$ cat config.mk
export PLATFORM = sky130hd
export DESIGN_NAME = cond_unit
export DESIGN_NICKNAME = d
export VERILOG_FILES = /design/src/rtl/cond_pkg.sv /design/src/rtl/cond_check.sv /design/src/rtl/cond_unit.sv
export SDC_FILE = /design/constraint.sdc
export NUM_CORES = 1
export LEC_CHECK = 0
export BUFFER_PORTS_ARGS = -buffer_cell sky130_fd_sc_hd__buf_2
export CORE_MARGIN = 3
export CORE_UTILIZATION = 35
export CTS_CLUSTER_DIAMETER = 40
export DETAILED_ROUTE_END_ITERATION = 12
export SLEW_MARGIN = 20
export SYNTH_ARGS = -nofsm -noshare
export SYNTH_HDL_FRONTEND = slang
export SYNTH_HIERARCHICAL = 1
export SYNTH_SLANG_ARGS = --single-unit
$ cat constraint.sdc
create_clock -name clk -period 2.3 [get_ports clk]
set_input_delay 0 -clock clk [delete_from_list [all_inputs] [get_ports clk]]
set_output_delay 0 -clock clk [all_outputs]
set_load 0.02 [all_outputs]
$ cat src/rtl/cond_pkg.sv
// Shared condition-code definitions: condition enum, NZCV bit positions and
// the condition evaluation function used by the conditional-execution stage.
package cond_pkg;

  typedef enum logic [3:0] {
    EQ = 4'h0, NE = 4'h1, CS = 4'h2, CC = 4'h3,
    MI = 4'h4, PL = 4'h5, VS = 4'h6, VC = 4'h7,
    HI = 4'h8, LS = 4'h9, GE = 4'hA, LT = 4'hB,
    GT = 4'hC, LE = 4'hD, AL = 4'hE, NV = 4'hF
  } cond_e;

  localparam int FLAG_N = 3;
  localparam int FLAG_Z = 2;
  localparam int FLAG_C = 1;
  localparam int FLAG_V = 0;

  function automatic logic cond_pass(cond_e c, logic [3:0] flags);
    logic n, z, cf, v, p;
    n  = flags[FLAG_N];
    z  = flags[FLAG_Z];
    cf = flags[FLAG_C];
    v  = flags[FLAG_V];
    p  = 1'b1;
    case (c)
      EQ: p = z;
      NE: p = ~z;
      CS: p = cf;
      CC: p = ~cf;
      MI: p = n;
      PL: p = ~n;
      VS: p = v;
      VC: p = ~v;
      HI: p = cf & ~z;
      LS: p = ~cf | z;
      GE: p = (n == v);
      LT: p = (n != v);
      GT: p = ~z & (n == v);
      LE: p = z | (n != v);
      AL: p = 1'b1;
      NV: p = 1'b1;  // NV executes unconditionally rather than acting as never
    endcase
    return p;
  endfunction

endpackage

$ cat src/rtl/cond_check.sv
// Combinational condition evaluator: condition field against NZCV flags.
module cond_check
  import cond_pkg::*;
(
  input  logic [3:0] cond_i,
  input  logic [3:0] flags_i,
  output logic       pass_o
);

  assign pass_o = cond_pass(cond_e'(cond_i), flags_i);

endmodule

$ cat src/rtl/cond_unit.sv
// Conditional-execution pipeline stage: owns the NZCV register, gates write
// enables by the decoded condition and counts squashed instructions.
module cond_unit
  import cond_pkg::*;
#(
  parameter int WIDTH = 32,
  parameter int CNT_W = 16
) (
  input  logic             clk,
  input  logic             reset,
  input  logic             in_valid,
  output logic             in_ready,
  input  logic [3:0]       cond,
  input  logic [3:0]       alu_flags,
  input  logic [1:0]       flag_write,
  input  logic [WIDTH-1:0] alu_result,
  input  logic             reg_write_in,
  input  logic             mem_write_in,
  input  logic             pc_src_in,
  output logic             out_valid,
  input  logic             out_ready,
  output logic [WIDTH-1:0] result_q,
  output logic             reg_write,
  output logic             mem_write,
  output logic             pc_src,
  output logic             cond_ex,
  output logic [3:0]       flags,
  output logic [CNT_W-1:0] squash_cnt
);

  logic             valid_q, valid_d;
  logic [WIDTH-1:0] data_q, data_d;
  logic             reg_write_q, reg_write_d;
  logic             mem_write_q, mem_write_d;
  logic             pc_src_q, pc_src_d;
  logic             cond_ex_q, cond_ex_d;
  logic [3:0]       flags_q, flags_d;
  logic [CNT_W-1:0] squash_q, squash_d;
  logic             pass;
  logic             accept;

  // Decode against the architectural flags, never the incoming alu_flags.
  cond_check u_check (
    .cond_i  (cond),
    .flags_i (flags_q),
    .pass_o  (pass)
  );

  assign in_ready = ~valid_q | out_ready;
  assign accept   = in_valid & in_ready;

  always_comb begin
    valid_d     = valid_q;
    data_d      = data_q;
    reg_write_d = reg_write_q;
    mem_write_d = mem_write_q;
    pc_src_d    = pc_src_q;
    cond_ex_d   = cond_ex_q;
    flags_d     = flags_q;
    squash_d    = squash_q;
    if (accept) begin
      valid_d     = 1'b1;
      data_d      = alu_result;
      cond_ex_d   = pass;
      reg_write_d = reg_write_in & pass;
      mem_write_d = mem_write_in & pass;
      pc_src_d    = pc_src_in & pass;
      if (pass) begin
        if (flag_write[1]) begin
          flags_d[FLAG_N] = alu_flags[FLAG_N];
          flags_d[FLAG_Z] = alu_flags[FLAG_Z];
        end
        if (flag_write[0]) begin
          flags_d[FLAG_C] = alu_flags[FLAG_C];
          flags_d[FLAG_V] = alu_flags[FLAG_V];
        end
      end else if (squash_q != {CNT_W{1'b1}}) begin
        squash_d = squash_q + 1'b1;
      end
    end else if (out_ready) begin
      valid_d = 1'b0;
    end
  end

  always_ff @(posedge clk or posedge reset) begin
    if (reset) begin
      valid_q     <= 1'b0;
      data_q      <= '0;
      reg_write_q <= 1'b0;
      mem_write_q <= 1'b0;
      pc_src_q    <= 1'b0;
      cond_ex_q   <= 1'b0;
      flags_q     <= 4'b0000;
      squash_q    <= '0;
    end else begin
      valid_q     <= valid_d;
      data_q      <= data_d;
      reg_write_q <= reg_write_d;
      mem_write_q <= mem_write_d;
      pc_src_q    <= pc_src_d;
      cond_ex_q   <= cond_ex_d;
      flags_q     <= flags_d;
      squash_q    <= squash_d;
    end
  end

  assign out_valid  = valid_q;
  assign result_q   = data_q;
  assign reg_write  = reg_write_q;
  assign mem_write  = mem_write_q;
  assign pc_src     = pc_src_q;
  assign cond_ex    = cond_ex_q;
  assign flags      = flags_q;
  assign squash_cnt = squash_q;

endmodule

==> impl_results.md <==
- Status: complete, no violations
- DR WL/cell: roughly 14 um
- HPWL after DPL: between 4000 and 5000 um
- Sink Count: between 50 and 60
- Detail Route Antenna Nets: 0
- Slew Viols, Final: 0
- Worst Tran Pin Value: a little over 0.6 ns
- WP data arrival: ~2.5 ns
- Post-synth top cells: 57 x dfrtp_1, 39 x mux2_2, 15 x nand2_1, 13 x xor2_1, 7 x nor3_1
- Post-synth EDFFs: 0
- Clk_lat worst skew: ~0.33 ns
- Reg power frac: 38.6%
- Area Growth Syn to Fin: 52.2%
- Slew margin rel.: approximately three fifths
- CTS tree: done
- Clock transition at path regs: about 0.060 ns
- Register area share after synthesis: a little under three fifths
- Vias in the first global route: 2233
- Synth unique cells: 42
- Net Sw Power: ~1.1 mW
- Clk buf depth: 2
- Met1 Use GR: 18.7%
- RSZ-0062 raised after global routing: true
- Leakage: between 1.5 and 2 nW
- Final GP Congestion: about 0.94
- DIE AREA: about 8400 um^2
- Asr flop ratio synth: between 90% and 100%
- Hold Path Class: in2reg
- CP startpoint kind: register
- Worst Path Required: 2.55 ns
- Fin. Hold Viols: 0
- Top-count cell post-synth: dfrtp_1
- Cell count after synthesis: between 200 and 250
- Warnings from Yosys: 6
- Max VDD drop: between 0.4 and 0.5 mV
- Max Clk Rate: around 450 MHz
- Syn avg cell area: ~13 um^2
- Final Cycle Share: 96.5%
- Critical path class: reg2reg
- Final setup viols: 0
- IO Port Bufs: 106
- Top cells by area, synth: dfrtp_1 56%, mux2_2 17%, xor2_1 4.4%
- Combinational Power Share: between 20% and 30%
- Post-synth top area share: approximately 56%
- Core area: around 6900 um^2
- Share of cells above drive strength 1: between 50% and 60%
- Post-route DRC: 0
- Drt pass-1 iters: 4
- Met2 GRT Util: between 20 and 30%
- Yosys top cell by area: dfrtp_1
- Routed vias/inst: between 4 and 5
- DIE HEIGHT: 91.6 um
- Max Cap Violations: 0
- M3 GR Usage: between 6 and 7%
- Grt total ovfl: 0
- Inserted Clock Buffers: 9
- Tot GR Track Use: 16.0%
- Row cnt: 30
- Fillers: 620
- Final min period: around 2.2 ns
- Clock Tree Root: clkbuf_8
- P per Cell Area: 916 nW/um^2
- Pin count of the biggest net entering global routing: 40
- Worst-path fanout max: 8
- Critical Path End Type: register
- Post-Route WL: between 6000 and 7000 um
- Initial antenna violation count: 0
- P_int: ~2.4 mW
- Diodes inserted: 0
- #FFs+latches synth: 57
- Layout Utilization: between 50% and 60%
- Drt initial violations: 83
- # H-tree levels: 3
- NumNets Final: 407
- Via count: about 2100
- First-pass GRT wire length: 10600 um
- Ys flop type: dfrtp_1
- Starting Density: a little under two fifths
- I/O pin count: around 110
- Syn_nets: approximately 250
- Clk_skew: 0.00513 ns
- Design Power: approximately 3.6 mW
- Net Sw Frac: about a third
- Clock share of power: 31.9%
- Most Crowded Layer GR: met2
- Die Span X: 91.6 um
- Mapped Area: about 2600 um^2
registers in the layout (all words and copies together) (netlist names):
signal	cells
cond_ex	1
flags	4
mem_write	1
out_valid	1
pc_src	1
reg_write	1
result_q	32
squash_cnt	16
power groups by stage:
stage	clock network, mW	registers, mW	logic, mW
final	1.14	1.38	1.06
after global routing	1.23	1.41	1.15
after CTS	1.18	1.38	1.04
after detailed placement	0	1.39	0.986
after global placement	0	1.38	0.977
after floorplan	0	1.61	0.396
through the flow:
stage / TNS, ns / instances / setup slack, ns / hold WS, ns / instance area, um^2
after floorplan: 0 / 203 / 0.0302 / 0.136 / 2570
after global placement: 0 / 400 / 0.159 / 0.123 / 3210
after detailed placement: 0 / 400 / 0.0804 / 0.122 / 3210
after CTS: 0 / 457 / 0.0391 / 0.0645 / 3860
after global routing: -0.0535 / 458 / -0.0302 / 0.0812 / 3910
final: 0 / 458 / 0.0814 / 0.0863 / 3910
path summary, 6_finish.rpt:
path / slack (ns) / start / endpoint / depth (start not counted)
max: 0.08 / flags[3] / squash_cnt[13] / 8
min: 0.09 / flag_write[0] / flags[0] / 3
max reg2reg: 0.08 / flags[3] / squash_cnt[13] / 8
min reg2reg: 0.48 / mem_write / mem_write / 2
max in group asynchronous: 1.41 / reset / flags[3] / 4
min in group asynchronous: 0.30 / reset / result_q[20] / 3
area by class of cell:
cell class	count	area, um^2	area share [%]
multi-input combinational	133	1100	28.3
tap	96	120	3.08
timing repair buffer	153	998	25.6
clock buffer	11	141	3.62
sequential	57	1430	36.6
inverter	3	11.3	0.288
clock inverter	5	103	2.63
logic make-up (layout without fill, tap and decap cells):
group,count (synthesis),in the layout,synth area share [%]
buffers and inverters,13,172,2.63
AO/OA/AOI/OAI,15,15,3.95
XOR/XNOR,17,17,5.80
multiplexers,39,39,17.1
adder cells (fa/ha/maj),1,1,0.488
AND/OR/NAND/NOR,61,61,14.4
flip-flops,57,57,55.6
layer usage:
metal / vias up / part of all wire, %
met4: 0 / 1.1
met3: 5 / 6.8
met2: 69 / 51
met5: - / 0
met1: 1002 / 41
li1: 1033 / -
placed cells by master (no fill, tap or decap), types with 4 or more instances in the layout:
cell             n
nor3_1           4
clkbuf_8        10
dfrtp_1         56
nand4_1          6
dlygate4sd3_1   41
xor2_1          13
buf_2          106
o21ai_0          4
nand2_1         15
buf_4            5
nor2_1           4
nor4_1           5
mux2_2          39
what timing repair did:
action	CTS	global route
setup buffers	0	1
gates resized for setup	0	6
endpoints found under the hold margin	68	0
hold buffers	41	0
setup endpoints to repair	0	9
critical path, stage by stage, from the launching register on:
cell and delay, ns:
dfrtp_2 0.46, xnor2_2 0.16, a22oi_2 0.17, xnor2_1 0.09
a22oi_1 0.22, o21ai_2 0.11, nand4b_1 0.35, nor4_1 0.40
xor2_1 0.18
Note: power is estimated with default switching activity, not from simulation.
